## config.mk

```make
export PLATFORM = sky130hd
export DESIGN_NAME = display_timing
export DESIGN_NICKNAME = d
export VERILOG_FILES = /design/src/rtl/display_timing.sv
export SDC_FILE = /design/constraint.sdc
export NUM_CORES = 1
export LEC_CHECK = 0
export BUFFER_PORTS_ARGS = -buffer_cell sky130_fd_sc_hd__buf_2
export CAP_MARGIN = 20
export CORE_UTILIZATION = 55
export DETAILED_ROUTE_END_ITERATION = 6
export PLACE_DENSITY_LB_ADDON = 0.05
export SLEW_MARGIN = 20
export SYNTH_ARGS = -nofsm -noshare
export SYNTH_HDL_FRONTEND = slang
export SYNTH_SLANG_ARGS = --single-unit
export TNS_END_PERCENT = 1
```

## constraint.sdc

```tcl
create_clock -name clk_pix -period 4.4 [get_ports clk_pix]
set_input_delay 0.88 -clock clk_pix [delete_from_list [all_inputs] [get_ports clk_pix]]
set_output_delay 0.88 -clock clk_pix [all_outputs]
set_load 0.05 [all_outputs]
```

## src/rtl/display_timing.sv

```systemverilog
// Pixel-domain display timing generator: free-running frame position with sync,
// data-enable, line/frame strobes and a frame counter, all registered and aligned.
module display_timing #(
   parameter int   CORDW  = 16,
   parameter int   H_RES  = 640,
   parameter int   H_FP   = 16,
   parameter int   H_SYNC = 96,
   parameter int   H_BP   = 48,
   parameter int   V_RES  = 480,
   parameter int   V_FP   = 10,
   parameter int   V_SYNC = 2,
   parameter int   V_BP   = 33,
   parameter logic H_POL  = 1'b0,
   parameter logic V_POL  = 1'b0,
   parameter int   FCW    = 8
) (
   input  logic             clk_pix,
   input  logic             rst_pix_n,
   output logic [CORDW-1:0] sx,
   output logic [CORDW-1:0] sy,
   output logic             hsync,
   output logic             vsync,
   output logic             de,
   output logic             line,
   output logic             frame,
   output logic [FCW-1:0]   frame_cnt
);

   localparam int H_TOTAL = H_RES + H_FP + H_SYNC + H_BP;
   localparam int V_TOTAL = V_RES + V_FP + V_SYNC + V_BP;

   localparam logic [CORDW-1:0] H_LAST = CORDW'(H_TOTAL - 1);
   localparam logic [CORDW-1:0] V_LAST = CORDW'(V_TOTAL - 1);
   localparam logic [CORDW-1:0] H_ACT  = CORDW'(H_RES);
   localparam logic [CORDW-1:0] V_ACT  = CORDW'(V_RES);
   localparam logic [CORDW-1:0] HS_BEG = CORDW'(H_RES + H_FP);
   localparam logic [CORDW-1:0] HS_END = CORDW'(H_RES + H_FP + H_SYNC);
   localparam logic [CORDW-1:0] VS_BEG = CORDW'(V_RES + V_FP);
   localparam logic [CORDW-1:0] VS_END = CORDW'(V_RES + V_FP + V_SYNC);

   if (H_SYNC < 1 || V_SYNC < 1) begin : g_bad_sync
      $error("display_timing: sync width must be at least 1");
   end
   if (H_FP < 0 || H_BP < 0 || V_FP < 0 || V_BP < 0) begin : g_bad_porch
      $error("display_timing: porch widths must be non-negative");
   end
   if (H_TOTAL - 1 >= (1 << (CORDW - 1)) || V_TOTAL - 1 >= (1 << (CORDW - 1))) begin : g_bad_width
      $error("display_timing: frame totals overflow CORDW-1 bits");
   end

   // Position held at the last pixel in reset so the first edge lands on (0,0).
   logic [CORDW-1:0] h_pos, v_pos;
   logic [CORDW-1:0] h_nxt, v_nxt;

   always_comb begin
      h_nxt = h_pos + CORDW'(1);
      v_nxt = v_pos;
      if (h_pos == H_LAST) begin
         h_nxt = '0;
         v_nxt = (v_pos == V_LAST) ? '0 : v_pos + CORDW'(1);
      end
   end

   // Every output is decoded from the next position, so all of them share one register stage.
   always_ff @(posedge clk_pix or negedge rst_pix_n) begin
      if (!rst_pix_n) begin
         h_pos     <= H_LAST;
         v_pos     <= V_LAST;
         sx        <= '0;
         sy        <= '0;
         hsync     <= ~H_POL;
         vsync     <= ~V_POL;
         de        <= 1'b0;
         line      <= 1'b0;
         frame     <= 1'b0;
         frame_cnt <= '0;
      end else begin
         h_pos <= h_nxt;
         v_pos <= v_nxt;
         sx    <= h_nxt;
         sy    <= v_nxt;
         hsync <= (h_nxt >= HS_BEG && h_nxt < HS_END) ? H_POL : ~H_POL;
         vsync <= (v_nxt >= VS_BEG && v_nxt < VS_END) ? V_POL : ~V_POL;
         de    <= (h_nxt < H_ACT) && (v_nxt < V_ACT);
         line  <= (h_nxt == '0);
         frame <= (h_nxt == '0) && (v_nxt == V_ACT);
         if (h_nxt == '0 && v_nxt == V_ACT) begin
            frame_cnt <= frame_cnt + FCW'(1);
         end
      end
   end

endmodule

```

==> flow_summary.json <==
{
  "status": "finished clean",
  "syn_nets": 312,
  "fmax_mhz": 254,
  "maxCapViolCount": 0,
  "wl_mm": 6.41,
  "final_util_pct": 62.0,
  "num_vias": 2375,
  "yosysWarnings": 0,
  "fin_cells": 399,
  "tns_ps": 0,
  "cp_max_fo": 8,
  "die-width_um": 75.8,
  "die_area_mm2": 0.00574,
  "hold_viol": 0,
  "vias_per_cell": 5.95,
  "relSlewSlack_pct": 55.4,
  "syn_inst": 306,
  "syn_area_mm2": 0.00299,
  "worstPathRequired_ps": 4610,
  "diodes": 0,
  "pwr_density_cell_mw_per_mm2": 269,
  "setup_ws_ps": 457,
  "fin_crit_ps": 3940,
  "avgSynthCellArea_um2": 9.78,
  "p_leak_uw": 0.00153,
  "grt.overflow.total": 0,
  "clockRootBuffer": "clkbuf_8",
  "io_buffers": 46,
  "end_kind": "flip-flop",
  "htree_levels": 2,
  "yosysUniqueCellTypes": 47,
  "worst_pin_slew_ps": 660,
  "gp_congestion": 0.889,
  "cts.path.max_buffers": 2,
  "startpoint_type": "flip-flop",
  "hold_class": "reg -> reg",
  "rows": 26,
  "cts_sinks": 55,
  "crit_type": "reg -> reg",
  "ctsResizeCount": 0,
  "fillCellCount": 450,
  "drtIter0Drc": 159,
  "setup_viol_count_final": 0,
  "cts_hold_repair.buffers": 0,
  "grt_pass1_wl_mm": 10.4,
  "clk_pin_slew_worst_paths_ps": 100,
  "wl_per_cell_um": 16.1,
  "core_area_mm2": 0.00517,
  "synth_edf_count": 0,
  "layout-drive-gt1-share_pct": 22.8,
  "ant_nets": 0,
  "ys_seq_elements": 55,
  "ir_worst_vdd_mv": 0.184,
  "arrival_ps": 4160,
  "grt_usage_pct": 24.3,
  "syn_to_final_growth_pct": 7.11,
  "yosysSeqAreaShare_pct": 46.5,
  "drt_pass1_iterations": 4,
  "clk_latency_ps": 320,
  "placedCellCount": 391,
  "place.detailed.hpwl_mm": 4.51,
  "slew_viol_final": 0,
  "grt_max_degree": 56,
  "cts_tree": "done",
  "clock_skew_ps": 7.56,
  "fin_crit_sh_pct": 89.6,
  "final_net_count": 334,
  "antenna_found_initial": 0,
  "drc": 0,
  "rsz0062_at_grt": "false",
  "start_util_pct": 57.9,
  "io_pins": 47,
  "grt_pass1_vias": 2131,
  "synth_ff_type": "dfrtp_1",
  "async_flop_share_pct": 100,
  "pre_cts_slack_ps": 537,
  "die_height_um": 75.8,
  "hold_slack_ps": 471,
  "cts_buffers": 5,
  "post_cts_buffers": 0
}
==> layout make-up <==
class,instances,area [µm²],area share (%)
sequential,55,1390,43.4
multi-input combinational,210,1340,41.6
inverter,8,30.0,0.937
timing repair buffer,48,245,7.65
clock buffer,5,68.8,2.15
clock inverter,3,47.5,1.48
tap,70,87.6,2.73
==> power breakdown <==
group / switching (µW) / internal [µW]
combinational: 9.25 / 0.887
sequential: 0 / 506
clock: 173 / 173
==> path summary, 6_finish.rpt <==
kind / slack (ps) / cells past startpoint / start / to
setup / recovery: 460 / 9 / h_pos[0] / frame_cnt[1]
hold / removal: 470 / 1 / frame_cnt[7] / frame_cnt[7]
hold reg to reg: 470 / 1 / frame_cnt[7] / frame_cnt[7]
setup reg to reg: 460 / 9 / h_pos[0] / frame_cnt[1]
max in group asynchronous: 3280 / 2 / rst_pix_n / h_pos[5]
min in group asynchronous: 680 / 2 / rst_pix_n / h_pos[13]
==> sequential cells by signal, summed over array words and instances, names as in the netlist <==
| name | cells |
|---|---|
| hsync | 1 |
| sy | 4 |
| h_pos | 16 |
| v_pos | 15 |
| de | 1 |
| line | 1 |
| frame_cnt | 8 |
| sx | 7 |
| vsync | 1 |
| frame | 1 |
==> metrics by stage <==
step	cell area, µm²	power (µW)
floorplan	2990	515
global placement	3090	526
detailed placement	3090	526
CTS	3210	870
global route	3210	890
finish	3210	861
==> Yosys cell counts, types with 4 or more instances <==
| cell | count | area [µm²] |
|---|---|---|
| o21ai_0 | 17 | 85.1 |
| nor2_1 | 18 | 67.6 |
| o21ai_1 | 4 | 20.0 |
| or3_1 | 4 | 25.0 |
| nand4_1 | 11 | 68.8 |
| buf_2 | 5 | 25.0 |
| nand3_1 | 18 | 90.1 |
| inv_1 | 8 | 30.0 |
| dfrtp_1 | 43 | 1080 |
| buf_4 | 22 | 165 |
| xor2_1 | 15 | 131 |
| and3_1 | 9 | 56.3 |
| and4_1 | 5 | 43.8 |
| nor4_1 | 11 | 68.8 |
| o31ai_1 | 5 | 37.5 |
| xnor2_1 | 11 | 96.3 |
| nor3_1 | 10 | 50.1 |
| dfstp_2 | 12 | 315 |
| nand2_1 | 31 | 116 |
| ha_1 | 4 | 50.1 |
==> cell families after synthesis <==
logic type      count (synthesis)  synth area share (%)
compound gates                 38                  7.57
xor+xnor                       26                  7.61
fa+ha+maj                       4                  1.67
buf+inv                        41                  8.90
flops                          55                  46.5
mux                             2                 0.836
simple gates                  140                  26.9
==> critical path: stages, from the launching register on <==
cell      delay, ps
dfstp_2         570
ha_1            260
nand4_1         360
nor3_1          460
nor4bb_1        380
nor3_1          120
nor4b_1         580
nand2_1         380
nor4_4          390
mux2_4          330
==> placed cells by master (no fill, tap or decap), types with 4 or more instances in the layout <==
cell and instances:
buf_2 46, dfrtp_1 43, nand2_1 31, nor2_1 18, nand3_1 18, o21ai_0 17
xor2_1 15, dfstp_2 12, nor4_1 11, nand4_1 11, xnor2_1 11, nor3_1 10
and3_1 9, inv_1 8, and4_1 5, o31ai_1 5, clkbuf_8 5, or3_1 4
o21ai_1 4, ha_1 4
==> per-layer routing <==
| metal | wire length, µm | share of wire [%] | vias to the layer above | GRT usage, % |
|---|---|---|---|---|
| li1 | - | - | 1120 | - |
| met1 | 3080 | 48 | 1162 | 35.3 |
| met2 | 2950 | 46 | 89 | 37.4 |
| met3 | 345 | 5.4 | 4 | 5.03 |
| met4 | 30 | 0.47 | 0 | 6.38 |
| met5 | 0 | 0 | - | 0 |
No activity file was read; power rests on OpenSTA's default activity.
